[config.mk]
export PLATFORM = sky130hd
export DESIGN_NAME = slab_interval_reduce
export DESIGN_NICKNAME = d
export VERILOG_FILES = /design/src/rtl/slab_interval_reduce_pkg.sv /design/src/rtl/fp_cmp_11_7.sv /design/src/rtl/slab_interval_reduce.sv
export SDC_FILE = /design/constraint.sdc
export NUM_CORES = 1
export LEC_CHECK = 0
export ABC_AREA = 0
export CORE_ASPECT_RATIO = 0.8
export CORE_MARGIN = 2
export CORE_UTILIZATION = 51
export CTS_CLUSTER_DIAMETER = 100
export CTS_CLUSTER_SIZE = 20
export DETAILED_ROUTE_END_ITERATION = 8
export PLACE_DENSITY = 0.74
export SLEW_MARGIN = 0
export SYNTH_ARGS = -nofsm -noshare
export SYNTH_HDL_FRONTEND = slang
export SYNTH_SLANG_ARGS = --single-unit
[constraint.sdc]
create_clock -name clk -period 7.33 [get_ports clk]
set_clock_uncertainty 0.15 [all_clocks]
set_input_delay 2.199 -clock clk [delete_from_list [all_inputs] [get_ports clk]]
set_output_delay 2.199 -clock clk [all_outputs]
set_load 0.1 [all_outputs]
[src/rtl/slab_interval_reduce_pkg.sv]
// Shared definitions for the slab interval reducer: FloPoCo 11_7 word layout,
// exception codes and small field helpers.
package slab_interval_reduce_pkg;

    localparam int FP_WE      = 7;
    localparam int FP_WF      = 11;
    localparam int FP_MSB     = FP_WE + FP_WF + 2;
    localparam int FP_EXC_HI  = FP_MSB;
    localparam int FP_EXC_LO  = FP_MSB - 1;
    localparam int FP_SIGN    = FP_WE + FP_WF;
    localparam int FP_EXP_HI  = FP_WE + FP_WF - 1;
    localparam int FP_EXP_LO  = FP_WF;
    localparam int FP_FRAC_HI = FP_WF - 1;

    localparam logic [1:0] EXC_ZERO = 2'b00;
    localparam logic [1:0] EXC_NORM = 2'b01;
    localparam logic [1:0] EXC_INF  = 2'b10;
    localparam logic [1:0] EXC_NAN  = 2'b11;

    typedef logic [FP_MSB:0] fp_word_t;

    localparam fp_word_t FP_ZERO = 21'h00000;
    localparam fp_word_t FP_ONE  = 21'h09F800;

    function automatic logic fp_is_nan(input fp_word_t w);
        return w[FP_EXC_HI:FP_EXC_LO] == EXC_NAN;
    endfunction

    // Zeros are never negative, so +0 and -0 fall into the same class.
    function automatic logic fp_is_neg(input fp_word_t w);
        return w[FP_SIGN] && (w[FP_EXC_HI:FP_EXC_LO] == EXC_NORM ||
                              w[FP_EXC_HI:FP_EXC_LO] == EXC_INF);
    endfunction

endpackage

[src/rtl/fp_cmp_11_7.sv]
// Same-cycle ordering of two FloPoCo 11_7 words with IEEE-like semantics.
module fp_cmp_11_7
    import slab_interval_reduce_pkg::*;
(
    input  fp_word_t a,
    input  fp_word_t b,
    output logic     lt,
    output logic     eq,
    output logic     unord
);

    localparam int MAG_W = FP_WE + FP_WF + 2;

    // Magnitude key: exception class on top so zero < normal < inf.
    function automatic logic [MAG_W-1:0] fp_mag(input fp_word_t w);
        logic [MAG_W-1:0] m;
        case (w[FP_EXC_HI:FP_EXC_LO])
            EXC_NORM: m = {EXC_NORM, w[FP_EXP_HI:0]};
            EXC_INF:  m = {EXC_INF, {(FP_WE + FP_WF){1'b0}}};
            default:  m = '0;
        endcase
        return m;
    endfunction

    logic [MAG_W-1:0] mag_a, mag_b;
    logic             neg_a, neg_b;

    assign mag_a = fp_mag(a);
    assign mag_b = fp_mag(b);
    assign neg_a = fp_is_neg(a);
    assign neg_b = fp_is_neg(b);
    assign unord = fp_is_nan(a) || fp_is_nan(b);

    always_comb begin
        lt = 1'b0;
        eq = 1'b0;
        if (!unord) begin
            if (neg_a != neg_b)
                lt = neg_a;
            else if (neg_a)
                lt = mag_a > mag_b;
            else
                lt = mag_a < mag_b;
            eq = (neg_a == neg_b) && (mag_a == mag_b);
        end
    end

endmodule

[src/rtl/slab_interval_reduce.sv]
// Reduces NAXES per-axis (t_near, t_far) beats of a ray to (max near, min far)
// and issues a registered hit verdict one cycle after the last axis.
module slab_interval_reduce
    import slab_interval_reduce_pkg::*;
#(
    parameter int WIDTH = FP_MSB,
    parameter int WE    = FP_WE,
    parameter int WF    = FP_WF,
    parameter int NAXES = 3
) (
    input  logic           clk,
    input  logic           rst,
    input  logic           in_valid,
    output logic           in_ready,
    input  logic [WIDTH:0] in_tnear,
    input  logic [WIDTH:0] in_tfar,
    output logic           out_valid,
    input  logic           out_ready,
    output logic [WIDTH:0] out_tenter,
    output logic [WIDTH:0] out_texit,
    output logic           out_hit,
    output logic           out_nan
);

    localparam int              CNT_W  = (NAXES > 1) ? $clog2(NAXES) : 1;
    localparam logic [CNT_W-1:0] LAST  = CNT_W'(NAXES - 1);
    localparam int              SIGN_B = WE + WF;

    logic [CNT_W-1:0] axis_cnt_q, axis_cnt_d;
    logic [WIDTH:0]   acc_near_q, acc_near_d;
    logic [WIDTH:0]   acc_far_q, acc_far_d;
    logic             acc_nan_q, acc_nan_d;
    logic             out_valid_q, out_valid_d;
    logic [WIDTH:0]   out_tenter_q, out_texit_q;
    logic             out_hit_q, out_nan_q;

    logic accept, first, last;
    logic near_lt, far_lt, enter_gt_exit, exit_neg, hit_d;
    logic near_eq, far_eq, hit_eq, near_un, far_un, hit_un;
    logic cmp_unused;

    assign in_ready = !out_valid_q || out_ready;
    assign accept   = in_valid && in_ready;
    assign first    = axis_cnt_q == '0;
    assign last     = axis_cnt_q == LAST;

    fp_cmp_11_7 u_cmp_near (.a(acc_near_q), .b(in_tnear),   .lt(near_lt), .eq(near_eq), .unord(near_un));
    fp_cmp_11_7 u_cmp_far  (.a(in_tfar),    .b(acc_far_q),  .lt(far_lt),  .eq(far_eq),  .unord(far_un));
    // texit lt tenter is the same question as tenter gt texit.
    fp_cmp_11_7 u_cmp_hit  (.a(acc_far_d),  .b(acc_near_d), .lt(enter_gt_exit), .eq(hit_eq), .unord(hit_un));

    assign cmp_unused = ^{near_eq, far_eq, hit_eq, near_un, far_un, hit_un};

    always_comb begin
        acc_near_d = (first || near_lt) ? in_tnear : acc_near_q;
        acc_far_d  = (first || far_lt)  ? in_tfar  : acc_far_q;
        acc_nan_d  = (!first && acc_nan_q) || fp_is_nan(in_tnear) || fp_is_nan(in_tfar);
    end

    // A signed zero exit is still a valid (non-negative) exit distance.
    assign exit_neg = acc_far_d[SIGN_B] &&
                      (acc_far_d[WIDTH:WIDTH-1] == EXC_NORM || acc_far_d[WIDTH:WIDTH-1] == EXC_INF);
    assign hit_d    = !acc_nan_d && !enter_gt_exit && !exit_neg;

    always_comb begin
        axis_cnt_d = axis_cnt_q;
        if (accept)
            axis_cnt_d = last ? '0 : axis_cnt_q + 1'b1;
        out_valid_d = out_valid_q;
        if (accept && last)
            out_valid_d = 1'b1;
        else if (out_ready)
            out_valid_d = 1'b0;
    end

    always_ff @(posedge clk) begin
        if (rst) begin
            axis_cnt_q   <= '0;
            acc_near_q   <= '0;
            acc_far_q    <= '0;
            acc_nan_q    <= 1'b0;
            out_valid_q  <= 1'b0;
            out_tenter_q <= '0;
            out_texit_q  <= '0;
            out_hit_q    <= 1'b0;
            out_nan_q    <= 1'b0;
        end else begin
            axis_cnt_q  <= axis_cnt_d;
            out_valid_q <= out_valid_d;
            if (accept) begin
                acc_near_q <= acc_near_d;
                acc_far_q  <= acc_far_d;
                acc_nan_q  <= acc_nan_d;
            end
            if (accept && last) begin
                out_tenter_q <= acc_near_d;
                out_texit_q  <= acc_far_d;
                out_hit_q    <= hit_d;
                out_nan_q    <= acc_nan_d;
            end
        end
    end

    assign out_valid  = out_valid_q;
    assign out_tenter = out_tenter_q;
    assign out_texit  = out_texit_q;
    assign out_hit    = out_hit_q;
    assign out_nan    = out_nan_q;

endmodule
== Yosys cells after proc, flatten, opt, wreduce, memory -nomap -nowiden ==
Cells that the tools add are included.

* Multipliers: 0
* Reductions and logical operators: 32
* Div/mod/pow operators: 0
* Eq/ne operators: 22
* Bitwise logic cells: 0
* Multiplexer cells: 20
* $lt $le $gt $ge: 6
* Add/subtract/negate cells: 1
* Shifts and indexed selects: 0

{| class="wikitable"
|+ Operator list
! operator !! count
|-
| 20-bit one-hot mux with 2 select lines || 6
|-
| 20-bit > comparator || 3
|-
| 20-bit < comparator || 3
|-
| 21-bit 2-to-1 mux || 2
|-
| 2-bit == test, second input constant || 13
|-
| 1-bit logical OR || 14
|-
| 2-bit by 1-bit == test with 1-bit output, second input constant || 6
|-
| 1-bit logical AND || 11
|-
| 1-bit 2-to-1 mux || 11
|-
| 1-bit logical NOT || 5
|-
| 1-bit inequality test || 3
|-
| 2-bit by 1-bit adder with 2-bit output, second input constant || 1
|-
| 2-bit logical NOT || 1
|-
| 2-bit 2-to-1 mux || 1
|-
| 2-bit nonzero test || 1
|}

* Memories kept: 0
* Register bits: 90
* RAM bits: 0
* Bits in latches: 0
* Bits of input ports: 46
* Output and inout bits: 46
* ROM bits: 0

== Longest topological paths before layout ==
Gate-level depths: netlist of the first run.

* Depth in word-level cells: 17
* Gate-level depth with buffers: 28
* Depth with buffers taken out: 23

== Modules after synthesis ==
A second synthesis of the first run with hierarchy kept.

* Cell total of the unflattened synthesis: 751
* Area, all modules: 6238.5 um^2

{| class="wikitable"
|+ Modules (own cells, without submodules)
! module !! cells an instance !! sequential area each (um^2) !! area an instance (um^2) !! times used
|-
| slab_interval_reduce || 424 || 1801.7 || 3818.7 || 1
|-
| fp_cmp_11_7 at u_cmp_far ... || 109 || 0.0 || 808.3 || 2
|-
| fp_cmp_11_7 at u_cmp_hit || 109 || 0.0 || 803.3 || 1
|}

== Worst setup path after synthesis of the first run ==
OpenSTA, ideal clock, no wires.

* Kind: in2reg
* Start: input in_tnear[19]
* End: register out_hit_q, in the netlist out_hit
* Required time: 7038 ps
* Path buffers: 5
* Setup slack: -435 ps
* Arrival time: 7473 ps
* Cell stages on the path: 28
* Path through: inv_1 ha_1 nor2b_1 clkbuf_1 clkbuf_1 nand2_1 ha_1 nand4_1 and4bb_1 o21ai_1 and4_1 o21ai_2 buf_4 mux2i_1 inv_1 ha_1 nor2b_1 buf_1 clkbuf_1 nand2_1 ha_1 a21o_1 a21o_1 a21o_1 a21o_1 a211o_1 a41oi_1 a221oi_1

* Longest elaborated chain between the ends: 17
* Elaborated cells on any way between the ends: 34

{| class="wikitable"
|+ Ends and longest elaborated chain
! element !! RTL line !! source
|-
| from (decl) || slab_interval_reduce.sv:15 || <nowiki>input logic [WIDTH:0] in_tnear,</nowiki>
|-
| 2-bit == test or 2-bit by 1-bit == test with 1-bit output (tied branches) || slab_interval_reduce_pkg.sv:32, fp_cmp_11_7.sv:17, slab_interval_reduce_pkg.sv:31 ||
|-
| 20-bit one-hot mux with 2 select lines or 1-bit logical OR (tied branches) || fp_cmp_11_7.sv:17, slab_interval_reduce_pkg.sv:31 ||
|-
| 20-bit < comparator, or another cell as far along || fp_cmp_11_7.sv:43 || <nowiki>lt = mag_a < mag_b;</nowiki>
|-
| 1-bit 2-to-1 mux or 1-bit inequality test (tied branches) || fp_cmp_11_7.sv:40, fp_cmp_11_7.sv:38 ||
|-
| 1-bit 2-to-1 mux || fp_cmp_11_7.sv:38 || <nowiki>if (neg_a != neg_b)</nowiki>
|-
| 1-bit 2-to-1 mux * || fp_cmp_11_7.sv:37 || <nowiki>if (!unord) begin</nowiki>
|-
| 1-bit logical OR * || slab_interval_reduce.sv:55 || <nowiki>acc_near_d = (first || near_lt) ? in_tnear : acc_near_q;</nowiki>
|-
| 21-bit 2-to-1 mux * || slab_interval_reduce.sv:55 ||
|-
| net acc_near_d[20] || slab_interval_reduce.sv:30 || <nowiki>logic [WIDTH:0] acc_near_q, acc_near_d;</nowiki>
|-
| 2-bit == test or 2-bit by 1-bit == test with 1-bit output (tied branches) || slab_interval_reduce_pkg.sv:32, fp_cmp_11_7.sv:17, slab_interval_reduce_pkg.sv:31 ||
|-
| 20-bit one-hot mux with 2 select lines or 1-bit logical OR (tied branches) || fp_cmp_11_7.sv:17, slab_interval_reduce_pkg.sv:31 ||
|-
| 20-bit < comparator, or another cell as far along || fp_cmp_11_7.sv:43 ||
|-
| 1-bit 2-to-1 mux or 1-bit inequality test (tied branches) || fp_cmp_11_7.sv:40, fp_cmp_11_7.sv:38 ||
|-
| 1-bit 2-to-1 mux || fp_cmp_11_7.sv:38 ||
|-
| 1-bit 2-to-1 mux * || fp_cmp_11_7.sv:37 ||
|-
| 1-bit logical NOT * || slab_interval_reduce.sv:63 || <nowiki>assign hit_d = !acc_nan_d && !enter_gt_exit && !exit_neg;</nowiki>
|-
| 1-bit logical AND * (2 in a row) || slab_interval_reduce.sv:63 ||
|-
| to (signal assigned) || slab_interval_reduce.sv:98 || <nowiki>out_hit_q <= hit_d;</nowiki>
|-
| to (decl) || slab_interval_reduce.sv:35 || <nowiki>logic out_hit_q, out_nan_q;</nowiki>
|}

The timed path passes the listed nets; every way through them passes the cells marked *.
A chain may end at the register's enable or synchronous reset.

== Worst setup path in the final report of the first run ==
* Start: input in_tnear[19]
* End: register out_hit_q, in the netlist out_hit

* Longest elaborated chain between the ends: 17
* Elaborated cells on any way between the ends: 34

{| class="wikitable"
|+ Ends and longest elaborated chain
! element !! RTL line
|-
| 2-bit == test or 2-bit by 1-bit == test with 1-bit output (tied branches) || slab_interval_reduce_pkg.sv:32, fp_cmp_11_7.sv:17, slab_interval_reduce_pkg.sv:31
|-
| 20-bit one-hot mux with 2 select lines or 1-bit logical OR (tied branches) || fp_cmp_11_7.sv:17, slab_interval_reduce_pkg.sv:31
|-
| 20-bit < comparator, or another cell as far along || fp_cmp_11_7.sv:43
|-
| 1-bit 2-to-1 mux or 1-bit inequality test (tied branches) || fp_cmp_11_7.sv:40, fp_cmp_11_7.sv:38
|-
| 1-bit 2-to-1 mux || fp_cmp_11_7.sv:38
|-
| 1-bit 2-to-1 mux || fp_cmp_11_7.sv:37
|-
| 1-bit logical OR || slab_interval_reduce.sv:55
|-
| 21-bit 2-to-1 mux || slab_interval_reduce.sv:55
|-
| 2-bit == test or 2-bit by 1-bit == test with 1-bit output (tied branches) || slab_interval_reduce_pkg.sv:32, fp_cmp_11_7.sv:17, slab_interval_reduce_pkg.sv:31
|-
| 20-bit one-hot mux with 2 select lines or 1-bit logical OR (tied branches) || fp_cmp_11_7.sv:17, slab_interval_reduce_pkg.sv:31
|-
| 20-bit < comparator, or another cell as far along || fp_cmp_11_7.sv:43
|-
| 1-bit 2-to-1 mux or 1-bit inequality test (tied branches) || fp_cmp_11_7.sv:40, fp_cmp_11_7.sv:38
|-
| 1-bit 2-to-1 mux || fp_cmp_11_7.sv:38
|-
| 1-bit 2-to-1 mux || fp_cmp_11_7.sv:37
|-
| 1-bit logical NOT || slab_interval_reduce.sv:63
|-
| 1-bit logical AND * (2 in a row) || slab_interval_reduce.sv:63
|}

Every way passes the cells marked *; elsewhere a longest branch is shown, timed or not.

==> out/metrics.yaml, run 1 <==
outcome: "finished clean"
layout_common_cells: "dfxtp_1, clkdlybuf4s50_1, ha_1, nand2_1, nor2_1"
netlist_instances: 841
synth_area_per_cell_um2: 8.01
endpoint: "out_hit$_SDFFE_PP0P_"
cts_buffers: 9
whs_path_depth: 2
power_mw: 1.60
crit_path_start_kind: "primary input"
yosys.area_share.xor_xnor: 0
async_flop_share: 0
grt_overflow: 0
dr_wl_met2_mm: 9.31
vias: 6747
hold_viol: 0
nets: 1079
first_pass_iters: 6
coreArea_um2: 12900
utilization: 0.682
dp_hpwl_mm: 13.9
cts_hold_buf: 0
clockBufferDepth: 2
rr_endpoint: "out_hit$_SDFFE_PP0P_"
top_layer: "met4"
startpoint: "in_tnear[19]"
r2r-start: "acc_near_q[19]$_SDFFE_PP0P_"
synth_fa_ha_area_frac: 0.156
hold_class: "reg -> reg"
synthSimpleGateAreaFrac: 0.251
slew_headroom: 0.215
place_congestion: 0.970
antenna_cells: 0
cts_tree: "done"
path_class: "in -> reg"
grt_use_total: 0.279
synth_fp_nets: 971
synth_compound_area_frac: 0.200
io-pin-count: 92
r2r_slack_ps: 1250
fin_crit_ps: 7180
die-width_um: 132
start_util: 0.523
grt_first_pass_wirelength_mm: 32.0
syn_area_um2: 6740
root_buffer: "clkbuf_16"
wl_met3_mm: 1.41
grt_max_degree: 75
yosysSeqAreaShare: 0.268
final_common_cell: "dfxtp_1"
setup_viol: 0
drt-total-wl_mm: 20.4
yosysWarnings: 0
peakVddDrop_mv: 0.130
p_per_area_nw_per_um2: 182
cp_max_fo: 8
period_share: 0.979
syn2layout_area_growth_pct: 30.3
max_freq_mhz: 139
yosys_register_bits: 90
drv_slew: 0
grt_pass1_vias: 6252
clk_pin_slew_ps: 70
cts_num_sinks: 90
antenna_found_initial: 0
synth_flop_cell: "dfxtp_1"
drt-met1-wl_mm: 9.43
arrival_ps: 7260
worst_pin_slew_ps: 1180
wl_per_cell_um: 18.1
yosysUniqueCellTypes: 52
dieArea_um2: 14100
r2r_cells: 25
drive_gt1_frac: 0.152
fin_area_um2: 8770
placed_area_um2: 8040
required_ps: 7420
clock_latency_ps: 360
htreeDepth: 3
p_leak_nw: 3.47
avgViaCountPerCell: 5.98
synth_edf_count: 0
detail-route-antenna-nets: 0
end_kind: "register"
die_h_um: 107
max-cap-violations: 0
rows: 37
dr.first_iter.drc_count: 574
synth_top_family_by_area: "simple AND/OR/NAND/NOR gates"
route.detailed.drc: 0
io_buffer_count: 91
synth_mux_area_frac: 0.0713
-- per-layer routing --
metal | GRT usage | vias to the layer above
met4 | 0.0653 | 0
li1 | - | 3225
met3 | 0.0610 | 32
met1 | 0.390 | 3216
met2 | 0.441 | 274
met5 | 0 | -
-- worst max-delay path, cell delays in order --
cell	delay, ps
clkdlybuf4s50_1	490
inv_1	80
ha_4	250
nor2b_4	170
buf_6	180
nand2_1	70
ha_1	290
and4_4	210
and4bb_1	220
buf_4	140
a21oi_1	150
a31oi_2	80
o21ai_4	250
mux2i_4	310
buf_12	130
ha_4	200
nor2b_4	190
buf_4	140
nand2_1	50
ha_1	180
a21o_1	170
a21o_1	160
a21o_1	170
a21o_1	170
a211o_1	290
a41oi_1	210
a221oi_1	100
-- cells in the mapped netlist (all sizes together), types with 2 or more instances --
library cell / count / area (um2)
a211o: 3 / 27.5
nand3: 44 / 230
a211oi: 9 / 80.1
nor2: 68 / 255
a311oi: 21 / 184
nand2: 72 / 270
o21a: 18 / 135
nand4: 27 / 175
inv: 19 / 71.3
buf: 24 / 134
a32oi: 2 / 17.5
and4: 3 / 26.3
dfxtp: 90 / 1800
a21oi: 64 / 324
a221oi: 2 / 17.5
clkbuf: 41 / 154
and2: 38 / 238
mux2i: 30 / 300
a31oi: 2 / 27.5
mux2: 16 / 180
o31ai: 18 / 135
nand3b: 4 / 30.0
nor3: 4 / 20.0
nor2b: 10 / 62.6
o21ai: 53 / 269
nor4: 5 / 46.3
a21o: 11 / 82.6
ha: 84 / 1050
nand2b: 49 / 307
-- stage by stage --
stage	setup TNS [ps]	setup WS, ps	hold WS (ps)	cells
after CTS	0	20.8	338	1118
after detailed placement	-425	-425	329	1101
after global routing	-87.8	-87.8	363	1129
after floorplan	0	5.89	308	841
after global placement	-290	-290	315	1101
final	0	154	340	1129
-- where the power goes --
part | internal, mW | switching, mW
Clock | 0.274 | 0.214
Sequential | 0.516 | 0.0242
Combinational | 0.240 | 0.334
-- final cells by class --
type	count	area (um2)
fillers	1064	4100
multi-input cells	667	4890
clock inverters	6	66.3
inverters	19	71.3
repair buffers	162	1490
flip-flops and latches	90	1800
well taps	175	219
clock buffers	10	239
-- state kept, by name, summed over array words and instances (netlist names) --
| signal | count |
|---|---|
| out_nan | 1 |
| out_texit | 21 |
| out_tenter | 21 |
| out_valid | 1 |
| acc_near_q | 21 |
| acc_far_q | 21 |
| axis_cnt_q | 2 |
| acc_nan_q | 1 |
| out_hit | 1 |
-- repair_timing --
action | 4_1_cts | 5_1_grt
cloned | 0 | 1
buffers inserted | 1 | 10
resized for setup | 3 | 54
pin swaps | 0 | 16
endpoints found under the setup margin | 1 | 1
-- cells by family (layout without fill, tap and decap cells) --
group,Yosys count,after routing
DFF,90,90
AOI/OAI and AO/OA,209,209
muxes,46,46
and+or+nand+nor,328,328
adders and majority gates,84,84
buffers and inverters,84,197
-- worst min-delay path by stage --
stage,start,slack (ps),endpoint
global placement,acc_near_q[13]$_SDFFE_PP0P_,320,acc_near_q[13]$_SDFFE_PP0P_
global route,out_texit[11]$_SDFFE_PP0P_,360,out_texit[11]$_SDFFE_PP0P_
CTS,acc_near_q[4]$_SDFFE_PP0P_,340,acc_near_q[4]$_SDFFE_PP0P_
finish,acc_near_q[14]$_SDFFE_PP0P_,340,acc_near_q[14]$_SDFFE_PP0P_
detailed placement,acc_near_q[4]$_SDFFE_PP0P_,330,acc_near_q[4]$_SDFFE_PP0P_
floorplan,acc_near_q[10]$_SDFFE_PP0P_,310,acc_near_q[10]$_SDFFE_PP0P_
(Power assumes the default switching activity.)
==> inputs of run 2 (changes only) <==
Settings changed: GPL_ROUTABILITY_DRIVEN set to 0.
==> out/metrics.yaml, run 2 (synthesized netlist as in run 1, its figures left out) <==
outcome: "finished clean"  # unchanged
seq_power_share: 0.348  # was 0.337
io_buffer_count: 91  # unchanged
die-width_um: 132  # unchanged
hold_slack_ps: 341  # was 340 ps
nets: 1076  # was 1079
r2r_cells: 25  # unchanged
dr.first_iter.drc_count: 687  # was 574
coreArea_um2: 12900  # unchanged
hold_viol: 0  # unchanged
drv_slew: 0  # unchanged
p_per_area_nw_per_um2: 180  # was 182 nW/um2
dp_hpwl_mm: 13.9  # about the same
clk_pin_slew_ps: 70  # about the same
intPower_mw: 0.998  # was 1.03 mW
first_pass_iters: 6  # unchanged
grt_pass1_vias: 6327  # was 6252
io-pin-count: 92  # unchanged
setup_slack_ps: 142  # was 154 ps
layout_common_cells: "dfxtp_1, clkdlybuf4s50_1, ha_1, nand2_1, nor2_1"  # unchanged
hold_class: "reg -> reg"  # unchanged
antenna_cells: 0  # unchanged
max_freq_mhz: 139  # about the same
power_frac_comb: 0.365  # was 0.358
hold_start: "acc_near_q[17]$_SDFFE_PP0P_"  # was acc_near_q[14]$_SDFFE_PP0P_
wl_per_cell_um: 17.8  # was 18.1 um
detail-route-antenna-nets: 0  # unchanged
die_h_um: 107  # unchanged
min_to: "acc_near_q[17]$_SDFFE_PP0P_"  # was acc_near_q[14]$_SDFFE_PP0P_
syn2layout_area_growth_pct: 28.1  # was 30.3%
setup_viol: 0  # unchanged
crit_path_start_kind: "primary input"  # unchanged
cp_max_fo: 8  # unchanged
slew_headroom: 0.240  # was 0.215
final_common_cell: "dfxtp_1"  # unchanged
n_fill_cell: 1040  # was 1064
avgViaCountPerCell: 5.97  # was 5.98
dp_slack_ps: -464  # was -425 ps
grt_first_pass_wirelength_mm: 31.9  # was 32.0 mm
clock_latency_ps: 360  # about the same
grt_max_degree: 59  # was 75
r2r-start: "acc_near_q[19]$_SDFFE_PP0P_"  # unchanged
period_share: 0.981  # was 0.979
fin_crit_ps: 7190  # was 7180 ps
end_kind: "register"  # unchanged
antenna_found_initial: 0  # unchanged
path_class: "in -> reg"  # unchanged
cts_tree: "done"  # unchanged
p_leak_nw: 3.44  # was 3.47 nW
arrival_ps: 7270  # was 7260 ps
whs_path_depth: 2  # unchanged
peakVddDrop_mv: 0.138  # was 0.130 mV
swShare: 0.357  # about the same
grt_overflow: 0  # unchanged
required_ps: 7410  # was 7420 ps
final_cells: 1125  # was 1129
drt-total-wl_mm: 20.0  # was 20.4 mm
max-cap-violations: 0  # unchanged
clockBufferDepth: 2  # unchanged
cts_buffers: 9  # unchanged
place_inst: 1099  # was 1101
route.detailed.drc: 0  # unchanged
start_util: 0.523  # unchanged
p_clk_frac: 0.287  # was 0.304
rows: 37  # unchanged
cts_num_sinks: 90  # unchanged
dieArea_um2: 14100  # unchanged
htreeDepth: 3  # unchanged
power_mw: 1.55  # was 1.60 mW
rr_endpoint: "out_hit$_SDFFE_PP0P_"  # unchanged
p_switching_mw: 0.555  # was 0.572 mW
r2r_slack_ps: 1340  # was 1250 ps
drive_gt1_frac: 0.139  # was 0.152
vias: 6718  # was 6747
root_buffer: "clkbuf_16"  # unchanged
grt_use_total: 0.279  # about the same
worst_pin_slew_ps: 1140  # was 1180 ps
==> run 2: worst max-delay path, cell delays in order <==
cell and delay (ps):
clkdlybuf4s50_1 500, inv_1 90, ha_4 260, nor2b_4 170, buf_6 160, nand2_1 80
ha_1 320, and4_4 250, and4bb_1 230, o21ai_1 100, and4_4 210, o21ai_4 260
mux2i_2 300, buf_4 160, ha_1 140, nor2b_4 200, buf_6 140, nand2_1 60
ha_1 180, a21o_1 170, a21o_1 170, a21o_1 170, a21o_1 170, a211o_1 310
a41oi_2 190, a221oi_1 90
==> run 2: metal layers <==
layer,up-vias,track usage,part of all wire
li1,3220,-,-
met5,-,0,0
met3,53,0.0520,0.060
met1,3166,0.377,0.46
met4,0,0.108,0.027
met2,279,0.442,0.45
==> run 2: worst max-delay path by stage <==
stage	startpoint	to	slack, ps	cells after the start
final	in_tnear[19]	out_hit$_SDFFE_PP0P_	140	26
after floorplan	in_tnear[19]	out_hit$_SDFFE_PP0P_	6	28
after CTS	in_tfar[19]	out_hit$_SDFFE_PP0P_	0.5	25
after global routing	in_tnear[19]	out_hit$_SDFFE_PP0P_	-90	26
after global placement	in_tnear[19]	out_hit$_SDFFE_PP0P_	-300	26
after detailed placement	in_tnear[19]	out_hit$_SDFFE_PP0P_	-460	26
==> run 2: stage by stage <==
step,TNS [ps],utilization,area (um2)
after floorplan,0,-,6760
after global placement,-296,0.625,8040
after detailed placement,-464,0.625,8040
after CTS,0,0.650,8370
after global routing,-89.4,0.670,8630
final,0,0.670,8630
==> run 2: layout make-up <==
cell class / instances / area, um2 / area share
multi-input combinational: 667 / 4780 / 0.555
clock inverter: 4 / 27.5 / 0.00319
clock buffer: 11 / 253 / 0.0293
tap: 175 / 219 / 0.0254
timing repair buffer: 159 / 1470 / 0.170
inverter: 19 / 71.3 / 0.00827
sequential: 90 / 1800 / 0.209
==> run 2: power by group through the flow <==
stage                     clock, mW  combinational (mW)  sequential [mW]
final                         0.445               0.567            0.541
after global routing          0.470               0.609            0.544
after CTS                     0.448               0.521            0.539
after detailed placement          0               0.511            0.550
after global placement            0               0.495            0.548
after floorplan                   0               0.295            0.590
==> run 2: timing repair <==
item,CTS,global route
resized for setup,6,40
cloned,0,1
hold buffers,0,0
setup buffers,2,8
endpoints found under the setup margin,1,1
pin swaps,1,11
==> inputs of run 3 (changes only) <==
Settings changed: PLACE_DENSITY 0.74 to 0.78.
==> out/metrics.yaml, run 3 (synthesized netlist as in run 1, its figures left out) <==
coreArea_um2: 12900  # unchanged
grt_overflow: 0  # unchanged
grt_pass1_vias: 6053  # was 6327
hold_viol: 0  # unchanged
gr-usage-met2: 0.417  # was 0.442
antenna_found_initial: 0  # unchanged
drt-total-wl_mm: 19.5  # was 20.0 mm
outcome: "finished clean"  # unchanged
fin_area_um2: 8570  # was 8630 um2
final_common_cell: "dfxtp_1"  # unchanged
io-pin-count: 92  # unchanged
crit_path_start_kind: "primary input"  # unchanged
nets: 1074  # was 1076
max-cap-violations: 0  # unchanged
drv_slew: 0  # unchanged
end_kind: "register"  # unchanged
clockBufferDepth: 2  # unchanged
dieArea_um2: 14100  # unchanged
peakVddDrop_mv: 0.122  # was 0.138 mV
route.detailed.drc: 0  # unchanged
worst_pin_slew_ps: 1030  # was 1140 ps
max_freq_mhz: 143  # was 139 MHz
hold_class: "reg -> reg"  # unchanged
cts_hold_buf: 0  # unchanged
drive_gt1_frac: 0.132  # was 0.139
period_share: 0.952  # was 0.981
syn2layout_area_growth_pct: 27.2  # was 28.1%
arrival_ps: 7010  # was 7270 ps
p_per_area_nw_per_um2: 178  # was 180 nW/um2
io_buffer_count: 91  # unchanged
clk_pin_slew_ps: 70  # about the same
slew_headroom: 0.312  # was 0.240
grt.busiest_layer: "met2"  # unchanged
dp_hpwl_mm: 13.2  # was 13.9 mm
placed_area_um2: 8030  # was 8040 um2
layout_common_cells: "dfxtp_1, clkdlybuf4s50_1, ha_1, nand2_1, nor2_1"  # unchanged
cts_num_sinks: 90  # unchanged
vias: 6644  # was 6718
grtUsageMet3: 0.0435  # was 0.0520
grtUsageMet1: 0.365  # was 0.377
die_h_um: 107  # unchanged
first_pass_iters: 5  # was 6
start_util: 0.523  # unchanged
p_leak_nw: 3.41  # was 3.44 nW
detail-route-antenna-nets: 0  # unchanged
setup_tns_ps: 0  # unchanged
clock_latency_ps: 350  # was 360 ps
htreeDepth: 3  # unchanged
dr.first_iter.drc_count: 590  # was 687
cp_max_fo: 15  # was 8
rows: 37  # unchanged
setup_viol: 0  # unchanged
cts_buffers: 9  # unchanged
path_class: "in -> reg"  # unchanged
rsz0062_at_grt: "false"
wl_per_cell_um: 17.3  # was 17.8 um
antenna_cells: 0  # unchanged
grt_use_total: 0.263  # was 0.279
grt_max_degree: 67  # was 59
die-width_um: 132  # unchanged
root_buffer: "clkbuf_16"  # unchanged
grt_first_pass_wirelength_mm: 30.5  # was 31.9 mm
cts_tree: "done"  # unchanged
required_ps: 7360  # was 7410 ps
fin_crit_ps: 6980  # was 7190 ps
avgViaCountPerCell: 5.91  # was 5.97
## run 3: cell types whose count changed in the layout (fill, tap and decap cells not counted), sizes merged
cell / change
dlymetal6s2s: +2
buf: -2
clkinv: -4
clkinvlp: +4
clkdlybuf4s50: -2
inv: +1
## run 3: where the power goes
part           internal [mW]  switching, mW
clock                  0.232          0.209
sequential             0.516         0.0242
combinational          0.222          0.325
## run 3: area by class of cell
type | count | area, um2
Timing Repair Buffer | 157 | 1440
Multi-Input combinational cell | 667 | 4770
Clock inverter | 5 | 38.8
Sequential cell | 90 | 1800
Tap cell | 175 | 219
Clock buffer | 11 | 233
Inverter | 19 | 71.3
Fill cell | 1125 | 4300
## run 3: path summary, 6_finish.rpt
path	start	to	slack (ps)	depth (start not counted)
min reg2reg	acc_near_q[1]$_SDFFE_PP0P_	acc_near_q[1]$_SDFFE_PP0P_	340	2
max reg2reg	acc_near_q[19]$_SDFFE_PP0P_	out_hit$_SDFFE_PP0P_	1310	25
min	acc_near_q[1]$_SDFFE_PP0P_	acc_near_q[1]$_SDFFE_PP0P_	340	2
max	in_tfar[19]	out_hit$_SDFFE_PP0P_	350	25
## run 3: what timing repair did
item | 4_1_cts | 5_1_grt
pin swaps | 0 | 15
setup endpoints to repair | 1 | 1
cloned | 0 | 1
setup buffers | 2 | 6
resized for setup | 0 | 39
## run 3: routing by layer
layer | up-vias | routed length [um]
li1 | 3221 | -
met1 | 3129 | 9100
met5 | - | 0
met2 | 261 | 8730
met4 | 0 | 336
met3 | 33 | 1290
## run 3: worst max-delay path, cell delays in order
cell	delay [ps]
dlymetal6s2s_1	150
buf_6	140
ha_1	190
nor2b_4	130
buf_12	130
and2_1	170
ha_1	330
nand4_4	110
buf_4	160
nor4_4	300
a21oi_2	120
a211o_2	390
nand3_4	120
mux2i_2	290
ha_1	290
nand2b_4	180
a21oi_2	110
ha_1	250
a21o_1	160
a21o_1	170
a21o_1	160
a21o_1	170
a211o_1	310
a41oi_2	190
a221oi_1	90
## run 3: per-stage QoR
step | power [mW] | setup slack, ps | hold WS [ps] | std cells | util
after floorplan | 0.885 | 5.89 | 308 | 841 | -
after global placement | 1.04 | -207 | 321 | 1099 | 0.624
after detailed placement | 1.05 | -380 | 327 | 1099 | 0.624
after CTS | 1.49 | 22.4 | 335 | 1117 | 0.647
after global routing | 1.59 | 155 | 371 | 1124 | 0.666
final | 1.53 | 352 | 338 | 1124 | 0.666
